===== config.mk =====
export PLATFORM = sky130hd
export DESIGN_NAME = hs_rx_buffer
export DESIGN_NICKNAME = d
export VERILOG_FILES = /design/src/rtl/hs_rx_pkg.sv /design/src/rtl/hs_proto_chk.sv /design/src/rtl/hs_rx_buffer.sv
export SDC_FILE = /design/constraint.sdc
export NUM_CORES = 1
export LEC_CHECK = 0
export CAP_MARGIN = 25
export CORE_MARGIN = 2
export CORE_UTILIZATION = 44
export DETAILED_ROUTE_END_ITERATION = 8
export PLACE_DENSITY = 0.73
export SYNTH_ARGS = -nofsm -noshare
export SYNTH_HDL_FRONTEND = slang
export SYNTH_HIERARCHICAL = 1
export SYNTH_SLANG_ARGS = --single-unit

===== constraint.sdc =====
create_clock -name clk -period 4.85 [get_ports clk]
set_input_delay 0.97 -clock clk [delete_from_list [all_inputs] [get_ports clk]]
set_output_delay 0.97 -clock clk [all_outputs]
set_load 0.01 [all_outputs]

===== src/rtl/hs_rx_pkg.sv =====
// Shared defaults, counter width and level-width helper for the hs_rx buffer slice.
package hs_rx_pkg;

  localparam int DATA_W_DEF = 8;
  localparam int DEPTH_DEF  = 4;
  localparam int CNT_W      = 32;

  // Occupancy needs one more bit than the pointers so that "full" is representable.
  function automatic int level_w(input int depth);
    return $clog2(depth) + 1;
  endfunction

  typedef logic [level_w(DEPTH_DEF)-1:0] level_t;
  typedef logic [CNT_W-1:0]              cnt_t;

endpackage


===== src/rtl/hs_proto_chk.sv =====
// Sticky checker: flags an offer that is withdrawn or changed while it was stalled.
// Latency 1 cycle after the violating cycle; observes only, never applies backpressure.
module hs_proto_chk #(
  parameter int DATA_W = 8
) (
  input  logic              clk,
  input  logic              rst_n,
  input  logic              valid,
  input  logic              ready,
  input  logic [DATA_W-1:0] data,
  output logic              err
);

  logic              stall_q;
  logic [DATA_W-1:0] data_q;

  always_ff @(posedge clk or negedge rst_n) begin
    if (!rst_n) begin
      stall_q <= 1'b0;
      data_q  <= '0;
      err     <= 1'b0;
    end else begin
      stall_q <= valid & ~ready;
      data_q  <= data;
      if (stall_q && (!valid || (data != data_q))) begin
        err <= 1'b1;
      end
    end
  end

endmodule


===== src/rtl/hs_rx_buffer.sv =====
// First-word fall-through receive buffer; push-to-visible latency 1 cycle. in_ready comes
// from registered state only. Optional rx_count statistics under HS_RX_BUFFER_STATS_EN.
module hs_rx_buffer
  import hs_rx_pkg::*;
#(
  parameter int DATA_W = DATA_W_DEF,
  parameter int DEPTH  = DEPTH_DEF
) (
  input  logic                   clk,
  input  logic                   rst_n,
  input  logic                   in_valid,
  input  logic [DATA_W-1:0]      in_data,
  output logic                   in_ready,
  output logic                   out_valid,
  output logic [DATA_W-1:0]      out_data,
  input  logic                   out_ready,
  output logic [$clog2(DEPTH):0] level,
  output logic                   proto_err,
  output logic [CNT_W-1:0]       rx_count
);

  localparam int PTR_W = $clog2(DEPTH);
  localparam int LVL_W = level_w(DEPTH);
  localparam logic [LVL_W-1:0] FULL = LVL_W'(DEPTH);

  logic [DATA_W-1:0] mem [DEPTH];
  logic [PTR_W-1:0]  wr_ptr;
  logic [PTR_W-1:0]  rd_ptr;
  logic              run_q;
  logic              push;
  logic              pop;

  // run_q holds in_ready low until the first edge after reset release.
  assign in_ready  = run_q && (level != FULL);
  assign out_valid = (level != '0);
  assign out_data  = mem[rd_ptr];
  assign push      = in_valid & in_ready;
  assign pop       = out_valid & out_ready;

  always_ff @(posedge clk or negedge rst_n) begin
    if (!rst_n) begin
      run_q  <= 1'b0;
      wr_ptr <= '0;
      rd_ptr <= '0;
      level  <= '0;
    end else begin
      run_q <= 1'b1;
      if (push) wr_ptr <= wr_ptr + 1'b1;
      if (pop)  rd_ptr <= rd_ptr + 1'b1;
      case ({push, pop})
        2'b10:   level <= level + 1'b1;
        2'b01:   level <= level - 1'b1;
        default: level <= level;
      endcase
    end
  end

  // Storage carries no reset; contents are only visible through out_valid.
  always_ff @(posedge clk) begin
    if (push) mem[wr_ptr] <= in_data;
  end

  hs_proto_chk #(
    .DATA_W(DATA_W)
  ) u_proto_chk (
    .clk  (clk),
    .rst_n(rst_n),
    .valid(in_valid),
    .ready(in_ready),
    .data (in_data),
    .err  (proto_err)
  );

`ifdef HS_RX_BUFFER_STATS_EN
  always_ff @(posedge clk or negedge rst_n) begin
    if (!rst_n) begin
      rx_count <= '0;
    end else if (push) begin
      rx_count <= rx_count + 1'b1;
    end
  end
`else
  assign rx_count = '0;
`endif

endmodule


-- After elaboration in Yosys (flattened, before gate mapping)
Memory sizes are Yosys's and may differ from the RTL's.
Index checks and enable logic that the tools add are counted.
Widths: inputs -> output; s select.
- $add $sub $neg: 4
- equal/unequal tests: 4
- mux-type cells: 3
- bitwise gates (word level): 4
- reductions and logical operators: 6
- operators with widths (cell ; count):
    $ne 8x8->1 ; 1
    $pmux 3 s2 ; 1
    $add 2x1->2 const B ; 2
    $add 3x1->3 const B ; 1
    $and 1x1->1 ; 3
    $ne 3x3->1 const B ; 1
    $reduce_bool 3->1 ; 1
    $sub 3x1->3 const B ; 1
    $eq 2x1->1 const B ; 1
    $eq 2x2->1 const B ; 1
    $logic_and 1x1->1 ; 2
    $mux 1 ; 2
    $reduce_bool 2->1 ; 1
    $logic_not 1->1 ; 1
    $logic_or 1x1->1 ; 1
    $not 1->1 ; 1
- bits in registers: 18
- memory bits (writable): 32
- output and inout bits: 46
- logic and storage cells: 29
- memories: 1
- memories (name ; depth ; bits a word ; read ports ; clocked after memory_dff ; write ports ; line ; source):
    mem ; 4 ; 8 ; 1 ; 0 ; 1 ; hs_rx_buffer.sv:26 ; logic [DATA_W-1:0] mem [DEPTH];

-- Depth between registers and ports, before layout
- depth after elaboration: 5
- gate-level depth with buffers: 9
- mapped depth without buffers: 9

-- By module
Netlist, hierarchy kept.
- by module, submodules not included (module ; times used ; cells each ; area an instance (um2)):
    hs_rx_buffer ; 1 ; 116 ; 1879.3
    hs_proto_chk ; 1 ; 24 ; 355.3

-- Worst setup path before layout
Ideal clock, no wire load.
- path type: input to register
- from: input in_valid
- to: register level[2]
- setup time: 0.080 ns
- arrival time: 2.139 ns
- setup slack: 2.631 ns
- stages on the path: 9
- path buffers: 0
- cells stage by stage: nand2_1 a21oi_4 inv_1 ha_1 inv_1 fa_1 xor2_1 nor2_1 xor2_1
- longest elaborated chain between the ends: 3
- elaborated cells between the ends (all ways): 5
- those cells by class: eq/ne: 2; mux: 1; bitwise: 1; reduce/logical: 1
- RTL lines (item ; line ; source):
    start, declared ; hs_rx_buffer.sv:11 ; input logic in_valid,
    $and 1x1->1 (*) ; hs_rx_buffer.sv:37 ; assign push = in_valid & in_ready;
    $eq 2x1->1 or $eq 2x2->1 (tied branches) ; hs_rx_buffer.sv:50 ; case ({push, pop})
    $pmux 3 s2 or $reduce_bool 2->1 (tied branches) ; n/a ;
    end signal, assigned ; hs_rx_buffer.sv:51 ; 2'b10: level <= level + 1'b1;
    end signal, assigned ; hs_rx_buffer.sv:52 ; 2'b01: level <= level - 1'b1;
    end signal, assigned ; hs_rx_buffer.sv:53 ; default: level <= level;
    end, declared ; hs_rx_buffer.sv:17 ; output logic [$clog2(DEPTH):0] level,
Mark *: on every way between the ends. The rest lies on a longest branch, timed or not.
A chain may end at the register's enable or synchronous reset.

-- Worst setup path in the final report
- from: register rd_ptr[0]
- to: output out_data[4]
- longest elaborated chain between the ends: 1
- RTL lines (item ; line ; source):
    start, declared ; hs_rx_buffer.sv:28 ; logic [PTR_W-1:0] rd_ptr;
    start signal, assigned ; hs_rx_buffer.sv:49 ; if (pop) rd_ptr <= rd_ptr + 1'b1;
    $mem_v2 4x8 ; n/a ;
    end, declared ; hs_rx_buffer.sv:15 ; output logic [DATA_W-1:0] out_data,
Every way passes these cells.

==> metrics.md <==
| Metric | Value |
|---|---|
| Status | `completed` |
| Critical Path Sink Type | `output pin` |
| Max-slew violations | `0` |
| Crit-path slowest cell | `dfrtp_1` |
| Clk_lat worst skew | `~0.30 ns` |
| Vias | `between 1,000 and 1,500` |
| Global Route met2 Usage | `0.197` |
| CP bufs+invs | `1` |
| First-iteration detailed-routing DRC count | `86` |
| Max VDD drop | `168 uV` |
| Synth top area share | `0.430` |
| Sequential element share of the synthesized area | `0.632` |
| Hold Slack | `0.569 ns` |
| Post-CTS Setup Bufs | `0` |
| CP arrival | `2.12 ns` |
| List of most frequent post-synthesis cells | `32 x buf_4, 32 x edfxtp_1, 18 x dfrtp_1, 11 x xor2_1, 8 x mux4_2` |
| Final Skew | `around 0.0082 ns` |
| Cell count along the critical path | `2` |
| Slew @ Worst Pin | `between 0.7 and 0.8 ns` |
| Main synth FF type | `edfxtp_1` |
| Initial antenna violation count | `0` |
| DR WL/cell | `about 14 um` |
| FP Rows | `25` |
| Clock sinks | `50` |
| Fraction of layout cells with a size suffix above 1 | `0.153` |
| Final Core Density | `0.525` |
| Multi-input logic area | `661 sq um` |
| Synth area leaders | `edfxtp_1 43%, dfrtp_1 20%, buf_4 11%, mux4_2 8.1%, xor2_1 4.3%` |
| Post-CTS Hold Buffers | `0` |
| Total wire length | `3.21 mm` |
| Worst reg2reg setup slack | `2.95 ns` |
| GRT met1 Usage | `0.149` |
| Power Density | `~490 mW/mm^2` |
| Worst hold path type | `flop to flop` |
| GPL Wtd Cong | `between 0.7 and 0.8` |
| Syn avg cell area | `between 15 and 20 sq um` |
| Horiz. Die Dim | `75.3 um` |
| Sequential cell area | `about 0.0014 sq mm` |
| RSZ-0062 raised after global routing | `no` |
| WS Path Type | `flop to output pin` |
| Total power | `1.24 mW` |
| Grt met3 use | `0.0482` |
| ANT nets after route | `0` |
| Crit path launch type | `flop` |
| Cts repair resizes | `0` |
| Yosys top cell by area | `edfxtp_1` |
| Clk slew on worst S/H paths | `about 0.080 ns` |
| Critical Path Fanout Max | `10` |
| Core area | `between 0.004 and 0.005 sq mm` |
| GR Overflow Total | `0` |
| Syn Inst Count | `140` |
| Largest net degree at the start of global routing | `19` |
| Layout fillers | `about 410` |
| Async set-reset flop share out of synthesis | `0.360` |
| Setup TNS | `0 ns` |
| Rel. slew slack | `0.480` |
| CTS tree | `yes` |
| GRT Util Overall | `0.123` |
| Clock buffer depth | `2` |
| WHS Path Cells | `2` |
| Post-synth EDFFs | `32` |
| Most used routing layer | `met2` |
| Setup-failing EPs final | `0` |
| Die Area | `between 0.005 and 0.006 sq mm` |
| I/O Pins | `58` |
| DR vias/cell | `4.33` |
| First-pass iteration count of the detailed router | `4` |
| CP top delay family | `flip-flops` |
| TritonCTS Buffers | `5` |
| Initial Util | `0.464` |
| Max cap viols | `0` |
| First-pass GRT wire length | `around 4.8 mm` |
| Clk Tree Root Cell | `clkbuf_8` |
| Final hold violation count | `0` |
| Area grow syn2layout | `13.1%` |
| CP Data Required Time | `around 3.9 ns` |
| Lkg Pwr | `slightly below 1 nW` |
| H-tree Lvls | `2` |
| # DRC | `0` |
| Reg2Reg Depth | `9` |
| Peak Freq | `roughly 320 MHz` |
| Crit path largest cell delay | `approximately 0.75 ns` |
| Die height | `75.3 um` |
| Tcrit/Tclk final | `0.638` |
| Port Buf Inserts | `25` |
| Crit-path cells | `mux4_2 > clkdlybuf4s50_1` |
| Ys Warns | `6` |
| N_diodes | `0` |
| Netlist cell types | `28` |
| Yosys reg bits | `50` |
| HPWL Detailed | `2.34 mm` |
| Fin crit period | `roughly 3.1 ns` |
| Vias in the first global route | `982` |
| Total Nets Final | `187` |
| Syn Std Cell Area | `around 0.0022 sq mm` |
## cell usage in the layout (no fill, tap or decap), types with 2 or more instances in the layout
cell type and instances:
nor2_1 2, ha_1 5, inv_1 6, conb_1 33
xor2_1 11, clkbuf_8 6, clkdlybuf4s50_1 25, xnor2_1 3
dfrtp_1 18, and2_2 4, edfxtp_1 32, mux4_2 8
## power by group
part           total [mW]  switching [mW]  internal, mW
clock               0.247           0.130         0.117
combinational       0.389           0.158         0.231
sequential          0.602          0.0806         0.521
## metal layers
metal | wire, um | vias up
li1 | - | 475
met4 | 58 | 0
met2 | 1620 | 32
met1 | 1360 | 513
met5 | 0 | -
met3 | 179 | 7
## worst paths after layout
kind	start	end
worst max register to register	level[0]$_DFFE_PN0P_	level[2]$_DFFE_PN0P_
min in group asynchronous	rst_n	u_proto_chk/data_q[1]$_DFF_PN0_
max in group asynchronous	rst_n	u_proto_chk/data_q[3]$_DFF_PN0_
worst min-delay path	u_proto_chk/stall_q$_DFF_PN0_	u_proto_chk/err$_DFFE_PN0P_
worst max-delay path	rd_ptr[0]$_DFFE_PN0P_	out_data[4]
worst min register to register	u_proto_chk/stall_q$_DFF_PN0_	u_proto_chk/err$_DFFE_PN0P_
## cells by family (layout without fill, tap and decap cells)
group | count (synthesis) | count (layout) | share of synthesized area
flops | 50 | 50 | 0.632
buf+inv | 40 | 39 | 0.125
xor+xnor | 14 | 14 | 0.0549
simple gates | 14 | 14 | 0.0386
mux | 10 | 10 | 0.0918
fa+ha+maj | 6 | 6 | 0.0370
compound gates | 4 | 4 | 0.0179
other cells | 2 | 33 | 0.00336
## cell type report
class / count / area share
sequential: 50 / 0.558
multi-input combinational: 81 / 0.261
timing repair buffer: 25 / 0.0990
tap: 67 / 0.0332
clock buffer: 6 / 0.0327
inverter: 6 / 0.00891
clock inverter: 2 / 0.00644
## registers in the layout, summed over array words and instances (netlist names)
name / flops
u_proto_chk/data_q: 8
level: 3
u_proto_chk/err: 1
rd_ptr: 2
u_proto_chk/stall_q: 1
mem: 32
wr_ptr: 2
run_q: 1
## per-stage QoR
stage / cell area (sq um) / std cells / setup WS [ns]
floorplan: 2350 / 171 / 2.63
global placement: 2430 / 229 / 2.08
detailed placement: 2430 / 229 / 2.06
CTS: 2530 / 237 / 1.72
global route: 2530 / 237 / 1.63
finish: 2530 / 237 / 1.76
## worst reg2reg max path, stage by stage (launching register included)
cell	delay (ns)
dfrtp_1	0.45
nor2_2	0.20
a21oi_4	0.11
inv_1	0.07
ha_1	0.17
inv_1	0.06
fa_1	0.37
xor2_1	0.15
nor2_1	0.11
xor2_1	0.14
No activity file was read; power rests on OpenSTA's default activity.
